==> src/rtl/pix_pkg.sv <==
// pix_pkg: shared defaults, address-width helper and FSM state type for the pixel frame writer.
package pix_pkg;
    localparam int PIX_DATA_W = 8;
    localparam int PIX_FRAME_PIXELS = 70176;
    // pix_count must be able to hold FRAME_PIXELS itself, hence the +1
    function automatic int addr_w(input int pixels);
        return $clog2(pixels + 1);
    endfunction
    localparam int PIX_ADDR_W = addr_w(PIX_FRAME_PIXELS);
    typedef enum logic [1:0] {IDLE, RUN, DRAIN, DONE} state_t;
endpackage

==> src/rtl/pixel_frame_writer_fifo.sv <==
// sync_fifo: single-clock FIFO with extra-MSB pointers; storage is reset so the head reads 0 after rst.
module sync_fifo #(
    parameter int WIDTH = 8,
    parameter int DEPTH = 16
) (
    input  logic             clk,
    input  logic             rst,
    input  logic             push,
    input  logic             pop,
    input  logic             flush,
    input  logic [WIDTH-1:0] din,
    output logic [WIDTH-1:0] dout,
    output logic             full,
    output logic             empty
);
    localparam int PW = $clog2(DEPTH);
    logic [PW:0] wr_ptr, rd_ptr;
    logic [WIDTH-1:0] mem [DEPTH];
    assign empty = wr_ptr == rd_ptr;
    assign full = wr_ptr[PW] != rd_ptr[PW] && wr_ptr[PW-1:0] == rd_ptr[PW-1:0];
    assign dout = mem[rd_ptr[PW-1:0]];
    always_ff @(posedge clk or posedge rst) begin
        if (rst) begin
            wr_ptr <= '0;
            rd_ptr <= '0;
            for (int i = 0; i < DEPTH; i++) mem[i] <= '0;
        end else if (flush) begin
            wr_ptr <= '0;
            rd_ptr <= '0;
        end else begin
            if (push) begin
                mem[wr_ptr[PW-1:0]] <= din;
                wr_ptr <= wr_ptr + 1'b1;
            end
            if (pop) rd_ptr <= rd_ptr + 1'b1;
        end
    end
endmodule

==> src/rtl/pixel_frame_writer.sv <==
// pixel_frame_writer: buffers the filtered pixel stream and writes one frame sequentially
// into the output RAM through a request/grant port; flags frame end and dropped pixels.
module pixel_frame_writer
    import pix_pkg::*;
#(
    parameter int DATA_W = PIX_DATA_W,
    parameter int FIFO_DEPTH = 16,
    parameter int FRAME_PIXELS = PIX_FRAME_PIXELS,
    parameter int ADDR_W = addr_w(FRAME_PIXELS)
) (
    input  logic              clk,
    input  logic              rst,
    input  logic              en,
    input  logic              pix_valid,
    input  logic [DATA_W-1:0] pix_data,
    output logic              wr_req,
    input  logic              wr_gnt,
    output logic [ADDR_W-1:0] wr_addr,
    output logic [DATA_W-1:0] wr_data,
    output logic              frame_done,
    output logic              overflow,
    output logic [ADDR_W-1:0] pix_count
);
    state_t state, state_next;
    logic full, empty, push, pop, active, abort, leave, last;
    assign active = state == RUN || state == DRAIN;
    assign abort = active && !en;
    assign leave = abort || (state == DONE && !en);
    assign wr_req = active && !empty;
    assign pop = wr_req && wr_gnt;
    // a full FIFO still takes the pixel when its head leaves in the same cycle
    assign push = state == RUN && en && pix_valid && (!full || pop);
    assign last = pix_count == ADDR_W'(FRAME_PIXELS - 1);
    assign frame_done = state == DONE;
    always_comb begin
        state_next = leave ? IDLE :
                     state == IDLE && en ? RUN :
                     state == RUN && push && last ? DRAIN :
                     state == DRAIN && empty ? DONE : state;
    end
    always_ff @(posedge clk or posedge rst) begin
        if (rst) begin
            state <= IDLE;
            pix_count <= '0;
            wr_addr <= '0;
            overflow <= 1'b0;
        end else begin
            state <= state_next;
            if (leave) begin
                pix_count <= '0;
                wr_addr <= '0;
            end else begin
                if (push) pix_count <= pix_count + 1'b1;
                if (pop) wr_addr <= wr_addr + 1'b1;
            end
            if (state == RUN && en && pix_valid && full && !pop) overflow <= 1'b1;
        end
    end
    sync_fifo #(.WIDTH(DATA_W), .DEPTH(FIFO_DEPTH)) fifo (
        .clk(clk),
        .rst(rst),
        .push(push),
        .pop(pop),
        .flush(abort),
        .din(pix_data),
        .dout(wr_data),
        .full(full),
        .empty(empty)
    );
endmodule

==> config.mk <==
export PLATFORM = sky130hd
export DESIGN_NAME = pixel_frame_writer
export DESIGN_NICKNAME = d
export VERILOG_FILES = /design/src/rtl/pix_pkg.sv /design/src/rtl/pixel_frame_writer_fifo.sv /design/src/rtl/pixel_frame_writer.sv
export SDC_FILE = /design/constraint.sdc
export NUM_CORES = 1
export LEC_CHECK = 0
export ABC_AREA = 1
export ABC_CLOCK_PERIOD_IN_PS = 6500
export CORE_MARGIN = 4
export CORE_UTILIZATION = 55
export CTS_CLUSTER_SIZE = 14
export DETAILED_ROUTE_END_ITERATION = 16
export GPL_ROUTABILITY_DRIVEN = 0
export PLACE_DENSITY_LB_ADDON = 0.2
export SLEW_MARGIN = 0
export SYNTH_ARGS = -nofsm -noshare
export SYNTH_HDL_FRONTEND = slang
export SYNTH_SLANG_ARGS = --single-unit
==> constraint.sdc <==
create_clock -name clk -period 6.5 [get_ports clk]
set_input_delay 0.975 -clock clk [delete_from_list [all_inputs] [get_ports clk]]
set_output_delay 0.975 -clock clk [all_outputs]
set_load 0.1 [all_outputs]
==> flow_summary_export.csv <==
group,metric,value,unit
layout,syn_to_final_growth,13.3,%
layout,drive_gt1_share,5.47,%
place,dp_hpwl,14.1,mm
synthesis,yosysWarnings,0,
layout,fin_cells,1332,
floorplanning,num_rows,46,
power,vdd_ir_drop_max,758,uV
floorplanning,die_area,0.0182,sq mm
power,total_power,4.00,mW
clocking,worstSkewPairLatency,440,ps
sta,finalSetupTns,0,ps
place,dp.cells,1300,
route,wl_per_cell,16.2,um
place,post-place-ws,2660,ps
floorplanning,dieWidth,135,um
sta,slew_headroom,33.1,%
synthesis,yosysTopAreaCell,"dfrtp_1",
sta,fin_crit_sh,66.6,%
worst_setup_path,arrival,3360,ps
sta,clock.fmax,231,MHz
clocking,clk_pin_slew,70,ps
synthesis,yosys.cell_count.top_type,"nand2_1",
global_route,grt_pass1_wl,35.8,mm
worst_setup_path,cp_max_fo,36,
worst_setup_path,cp.required,5520,ps
synthesis,synth.top_cell.area_share,49.5,%
power,p_leak,4.46,nW
synthesis,synth_edf_count,0,
route,finalWirelength,21.6,mm
clocking,clockRootBuffer,"clkbuf_16",
global_route,grt_max_degree,71,
place,io_buffer_count,57,
sta,finalMaxSlewViolations,0,
synthesis,synth_cells,1075,
sta,fin_ws,2170,ps
sta,finalClockSkew,11.1,ps
synthesis,synth_common_cells,"nand2_1, o21ai_0, dfrtp_1",
floorplanning,dieHeight,135,um
sta,worstMarginPinSlew,1000,ps
sta,rsz0062_at_grt,"false",
clocking,cts.sinks,175,
clocking,post_cts.repair.setup_buffers,0,
worst_setup_path,r2r_slack,3530,ps
sta,hold_violations,0,
synthesis,ys_ff_latch,175,
sta,fin_crit,4330,ps
clocking,cts.repair.resized,0,
layout,nets,1127,
worst_hold_path,hp-class,"reg -> reg",
global_route,grt_pass1_vias,7001,
global_route,grt-ovfl-total,0,
synthesis,synth_flop_cell,"dfrtp_1",
sta,finalSetupViolCount,0,
synthesis,synth-seq-area-share,49.5,%
route,via_count,7490,
synthesis,synth.distinct_cells,36,
power,power_density,399,mW/mm^2
route,via_per_inst,5.62,
clocking,htree_levels,4,
clocking,cts_hold_buf,0,
route,drtIter0Drc,520,
worst_setup_path,cp-end-kind,"output port",
route,drc,0,
clocking,clock_path_buffers,2,
worst_setup_path,worstSetupPathType,"reg -> out",
floorplanning,pin_count,58,
floorplanning,start_util,55.9,%
worst_setup_path,startpoint_type,"flop",
clocking,numCtsBuffers,17,
route,antenna_left,0,
synthesis,synth.avg_cell_area,8.23,sq um
flow_run,drv_cap,0,
synthesis,netlist_area,0.00885,sq mm
status,status,"completed",
route,firstDrtPassIters,5,
synthesis,synthTopCellsByArea,"dfrtp_1, o21ai_0, nand2_1, nor2_1, nand3_1",
floorplanning,fp.coreArea,0.0158,sq mm
layout,antennaDiodeCount,0,
synthesis,syn_nets,1099,
clocking,cts_tree,"done",
global_route,grt_usage,24.8,%
global_route,antenna_found_initial,0,
synthesis,async_reset_ff_share,100,%
-- cell type report --
cell class / count / area, sq um
Clock buffer: 19 / 453
Clock inverter: 13 / 165
Fill cell: 1377 / 5810
Inverter: 68 / 263
Multi-Input combinational cell: 777 / 3860
Sequential cell: 175 / 4380
Tap cell: 216 / 270
Timing Repair Buffer: 64 / 623
-- final timing paths --
path                                            start                         to  cells past startpoint
max                        fifo.rd_ptr[1]$_DFFE_PP0P_                 wr_data[2]                      7
max in group asynchronous                         rst  fifo.mem[115]$_DFFE_PP0P_                      3
max reg2reg                fifo.rd_ptr[1]$_DFFE_PP0P_   fifo.mem[18]$_DFFE_PP0P_                     11
min                              overflow$_DFFE_PP0P_       overflow$_DFFE_PP0P_                      2
min reg2reg                      overflow$_DFFE_PP0P_       overflow$_DFFE_PP0P_                      2
min in group asynchronous                         rst   pix_count[6]$_DFFE_PP0P_                      2
-- critical path, stage by stage, from the launching register on --
cell             delay [ps]
dfrtp_1                 360
buf_4                   250
inv_2                   470
o21ai_0                 180
o221ai_1                250
nand3_1                 130
nand3_1                 130
clkdlybuf4s50_1        1140
-- sequential cells by signal (all words and copies together), names as in the netlist --
name	flops
fifo.mem	128
state	2
wr_addr	17
pix_count	17
fifo.wr_ptr	5
overflow	1
fifo.rd_ptr	5
-- power breakdown --
| part | leakage, nW | total, mW | switching (mW) | internal [mW] |
|---|---|---|---|---|
| combinational | 1.76 | 1.56 | 1.17 | 0.397 |
| clock | 0.301 | 1.06 | 0.461 | 0.602 |
| sequential | 2.40 | 1.38 | 0.119 | 1.26 |
| total | 4.46 | 4.00 | 1.75 | 2.26 |
-- through the flow --
step                hold WS, ps  util, %  instance area (sq um)
global route                497     63.3                  10000
finish                      472     63.3                  10000
global placement            451     59.4                   9400
CTS                         477     63.3                  10000
detailed placement          460     59.4                   9400
floorplan                   448        -                   8850
-- metal layers --
layer	vias up	wire length, um	GRT usage (%)
li1	3669	-	-
met1	3551	9580	33.4
met2	217	10200	39.8
met3	53	1190	4.28
met4	0	615	10.6
met5	-	0	0
-- placed cells by master, fill, tap and decap left out, types with 2 or more instances in the layout --
| cell type | synthesis | routed |
|---|---|---|
| nand3_1 | 56 | 56 |
| xnor2_1 | 2 | 2 |
| inv_2 | 4 | 4 |
| nor3_1 | 15 | 15 |
| o21ai_0 | 209 | 209 |
| clkbuf_16 | 0 | 17 |
| bufinv_16 | 0 | 2 |
| o22ai_1 | 20 | 20 |
| nand4_1 | 16 | 16 |
| o221ai_1 | 12 | 12 |
| o21ai_1 | 18 | 17 |
| a21oi_1 | 2 | 2 |
| clkbuf_8 | 0 | 2 |
| nor2_2 | 2 | 2 |
| o31ai_1 | 8 | 8 |
| nand3b_1 | 2 | 2 |
| ha_1 | 11 | 11 |
| dfrtp_1 | 175 | 174 |
| nor2_1 | 109 | 109 |
| nand2_8 | 7 | 7 |
| nand2_1 | 258 | 258 |
| buf_4 | 9 | 7 |
| inv_1 | 60 | 58 |
| clkdlybuf4s50_1 | 0 | 57 |
| inv_6 | 0 | 8 |
| o211ai_1 | 4 | 4 |
| clkinv_1 | 3 | 4 |
| xor2_1 | 19 | 19 |
-- logic make-up after synthesis --
| group | synth area share, % |
|---|---|
| xor gates and xnor gates | 2.08 |
| and+or+nand+nor | 23.1 |
| adders and majority gates | 1.56 |
| AOI/OAI and AO/OA | 16.9 |
| DFF | 49.5 |
| buffers and inverters | 6.85 |
(Power assumes the default switching activity.)
==> RTL change 1, RTL diff (same settings) <==
The 4 states of `state_t` get a one-hot encoding in 4 bits.
--- a/src/rtl/pix_pkg.sv
+++ b/src/rtl/pix_pkg.sv
@@ -7,6 +7,6 @@
         return $clog2(pixels + 1);
     endfunction
     localparam int PIX_ADDR_W = addr_w(PIX_FRAME_PIXELS);
-    typedef enum logic [1:0] {IDLE, RUN, DRAIN, DONE} state_t;
+    typedef enum logic [3:0] {IDLE = 4'b0001, RUN = 4'b0010, DRAIN = 4'b0100, DONE = 4'b1000} state_t;
 endpackage
 
Formal check against the unedited RTL: no difference found for any inputs over 4 cycles, from zero or initial values and one cycle with rst high; so few cycles prove little.
==> RTL change 1 against the unedited design <==
  * Global-route usage is 0.82 points higher
  * Total power increased by 27%
  * Via count is 10% higher
  * Sequential cell count increased by 2
  * Sequential power rose by 18%
  * Routed wire length up 15%
  * Clock power down 7%
  * Design area grew 4.0%
  * Non-clock buffer count down 3
  * Worst setup slack got worse by 0.10 ns
  * Synthesized area is 5.1% higher
  * Sequential share of layout area down 1.2 points
  * Combinational power up 59%
  * Die area up 4.8%
==> RTL change 1: results (changes against the unedited design) <==
synth_top_cell_area_share_pct: 47.37  # -2.1 points
cts_resized: 0  # unchanged
viasPerCell: 5.739  # +2.1%
clock_skew_ns: 0.01137  # +0.0003217 ns
critPathMaxFanout: 68  # +89%
grt.met3_usage_pct: 5.801  # +1.5 points
ir_drop_uv: 315.5  # -58%
synth_cells: 1193  # +11%
synth_common_cells: "nand2_1 (359), dfrtp_1 (176), nand3_1 (163)"
grt_use_met2_pct: 36.92  # -2.9 points
relSlewSlack_pct: 29.30  # -3.9 points
post_drt_wl_per_cell_um: 17.19  # +5.9%
synth_cell_type_count: 37  # +2.8%
synthAdderAreaFrac_pct: 0.9420  # -0.61 points
use_met1_pct: 40.10  # +6.7 points
grt_pass1_vias: 7381  # +5.4%
dp_slack_ns: 2.410  # -0.2463 ns
drtPass1Iterations: 6  # +1
grt_pass1_wl_um: 40140  # +12%
synth_mux_area_share_pct: 1.292  # +1.3 points
finalNonFillerCells: 1442  # +8.3%
synth_compound_area_share_pct: 8.370  # -8.5 points
grt_max_degree: 69  # -2.8%
outcome: "finished, final reports clean"
worst_ep_arrival_time_ns: 3.46  # +0.10 ns
slowest_delay_ns: 1.14  # about the same
synth_xor_area_share_pct: 3.014  # +0.94 points
ys_seq_area_share_pct: 47.65  # -1.9 points
drt_iter0_drc: 957  # +84%
leakage_nw: 5.080  # +14%
fillerInstances: 1455  # +5.7%
grtUsageTotal_pct: 25.61  # +0.82 points
synth_area_leaders: "dfrtp_1 (47%), nand2_1 (14%), nand3_1 (8.8%)"
post-dp-hpwl_um: 15980  # +13%
drive_above_1_share_pct: 5.237  # -0.23 points
## RTL change 1: tightest hold or removal path, stage by stage, from the launching register on
cell	delay, ns
dfrtp_1	0.34
nand2_1	0.05
nand2_1	0.05
## RTL change 1: where the power goes
part | internal, mW | total (mW) | switching, mW
clock | 0.556 | 0.988 | 0.431
sequential | 1.36 | 1.63 | 0.270
combinational | 0.603 | 2.48 | 1.87
total | 2.52 | 5.10 | 2.57
## RTL change 1: per-stage QoR
step / hold WS (ns) / cell area, sq um / util (%)
6_report: 0.4686 / 10430 / 62.86
5_1_grt: 0.4858 / 10430 / 62.86
4_1_cts: 0.4704 / 10430 / 62.86
3_5_place_dp: 0.4536 / 9867 / 59.50
3_3_place_gp: 0.4492 / 9867 / 59.50
2_1_floorplan: 0.4366 / 9298 / -
## RTL change 1: area by class of cell
type,count,share of cell area (%)
flip-flops and latches,177,42.52
multi-input cells,887,41.25
repair buffers,61,5.761
clock buffers,23,4.585
well taps,220,2.640
inverters,67,2.472
clock inverters,7,0.7681
## RTL change 1: path summary, 6_finish.rpt
check                      slack [ns]                        to
max reg2reg                      2.75  fifo.mem[61]$_DFFE_PP0P_
min                              0.47  fifo.mem[86]$_DFFE_PP0P_
max in group asynchronous        4.34  fifo.mem[28]$_DFFE_PP0P_
max                              2.07                wr_data[0]
min in group asynchronous        1.00   wr_addr[12]$_DFFE_PP0P_
min reg2reg                      0.47  fifo.mem[86]$_DFFE_PP0P_
## RTL change 1: logic make-up after synthesis
family,count (synthesis)
compound gates,126
xor+xnor,32
fa+ha+maj,7
buf+inv,129
flops,177
mux,12
simple gates,710
## RTL change 1: metal layers
layer | up-vias | share of wire [%] | wire [um]
met3 | 25 | 7.9 | 1950
met1 | 3947 | 47 | 11580
met5 | - | 0 | 0
met4 | 0 | 0.78 | 194
met2 | 331 | 45 | 11060
li1 | 3973 | - | -
==> RTL change 2, RTL diff (same settings) <==
Made on the original files. Change the package constant `PIX_FRAME_PIXELS` from 70176 to 35088.
--- a/src/rtl/pix_pkg.sv
+++ b/src/rtl/pix_pkg.sv
@@ -1,7 +1,7 @@
 // pix_pkg: shared defaults, address-width helper and FSM state type for the pixel frame writer.
 package pix_pkg;
     localparam int PIX_DATA_W = 8;
-    localparam int PIX_FRAME_PIXELS = 70176;
+    localparam int PIX_FRAME_PIXELS = 35088;
     // pix_count must be able to hold FRAME_PIXELS itself, hence the +1
     function automatic int addr_w(input int pixels);
         return $clog2(pixels + 1);
Interface: changed (resized pix_count and wr_addr); port bits go from 58 to 56. No check against the original RTL was run, so the function may have changed too.
==> RTL change 2 against the unedited design <==
  * Routed wire length is 3.8% lower
  * First-iteration DRC count is 27% higher
  * Non-clock buffer count decreased by 4
  * Die area shrank 1.9%
  * Worst setup slack got worse by 0.35 ns
  * Total power decreased by 1.8%
  * Sequential cell count decreased by 2
  * Synthesized area shrank 2.0%
  * Highest routed layer unchanged
  * Critical path depth increased by 1
  * Design area is 2.4% lower
==> RTL change 2: results (changes against the unedited design) <==
outcome: "finished, final reports clean"
drive_above_1_share_pct: 5.346  # -0.12 points
routed_wl_um: 20800  # -3.8%
largest_registers: "fifo.mem x128, pix_count x16, wr_addr x16"
power_frac_comb_pct: 41.2  # +2.1 points
synth_area_leaders: "dfrtp_1 (50%), o21ai_0 (13%), nand2_1 (10%)"
rrSetupSlack_ns: 3.46  # -0.07 ns
nonClkBufAreaFrac_pct: 6.014  # -0.20 points
synth_cell_type_count: 33  # -8.3%
areaGrowthSynthToFinish_pct: 12.79
timing.rr.end: "fifo.mem[11]$_DFFE_PP0P_"
dp_slack_ns: 2.268  # -0.3875 ns
clock_area_share_pct: 5.797  # -0.37 points
multi_input_area_sq_um: 3777  # -2.3%
post_drt_wl_per_cell_um: 16.05  # -1.1%
relSlewSlack_pct: 34.17  # +1.0 points
non_clock_inverter_count: 65  # -4.4%
sequential_cell_total: 173  # -1.1%
drt_iter0_drc: 658  # +27%
grt_pass1_wl_um: 34780  # -2.8%
p_sw_share_pct: 44.97  # +1.3 points
worstSetupEndpoint: "wr_data[3]"
fillerInstances: 1354  # -1.7%
leakage_nw: 4.263  # -4.3%
detailed_place.area_sq_um: 9211  # -2.0%
hold_ws_ns: 0.4648  # -0.007274 ns
syn_avg_cell_area_sq_um: 8.272  # +0.53%
seq_share_pct: 44.29  # +0.57 points
io_buffers: 55  # -3.5%
fin_ws_ns: 1.815  # -0.3548 ns
critPathMaxFanout: 68  # +89%
ir_drop_uv: 351.1  # -54%
grt_pass1_vias: 6726  # -3.9%
ys_seq_area_share_pct: 49.94  # +0.43 points
post-dp-hpwl_um: 13000  # -7.9%
-- RTL change 2: routing by layer --
metal	global-route usage [%]	share of wire (%)	routed length, um	vias up
met1	33.00	44	9100	3464
met5	0	0	0	-
li1	-	-	-	3552
met3	4.532	6.3	1309	22
met4	4.571	0.98	204	0
met2	40.29	49	10190	244
-- RTL change 2: cell families after synthesis --
| kind of cell | after synthesis | synth area share (%) |
|---|---|---|
| flops | 173 | 49.94 |
| buf+inv | 119 | 6.538 |
| compound gates | 275 | 17.29 |
| fa+ha+maj | 11 | 1.588 |
| xor+xnor | 20 | 2.021 |
| simple gates | 450 | 22.63 |
-- RTL change 2: worst max-delay path, stage by stage (launching register included) --
cell	delay (ns)
dfrtp_2	0.34
buf_4	0.54
clkinv_1	0.24
buf_4	0.36
o21ai_0	0.23
o22ai_1	0.09
o211ai_1	0.32
nand3_1	0.15
clkdlybuf4s50_1	1.00
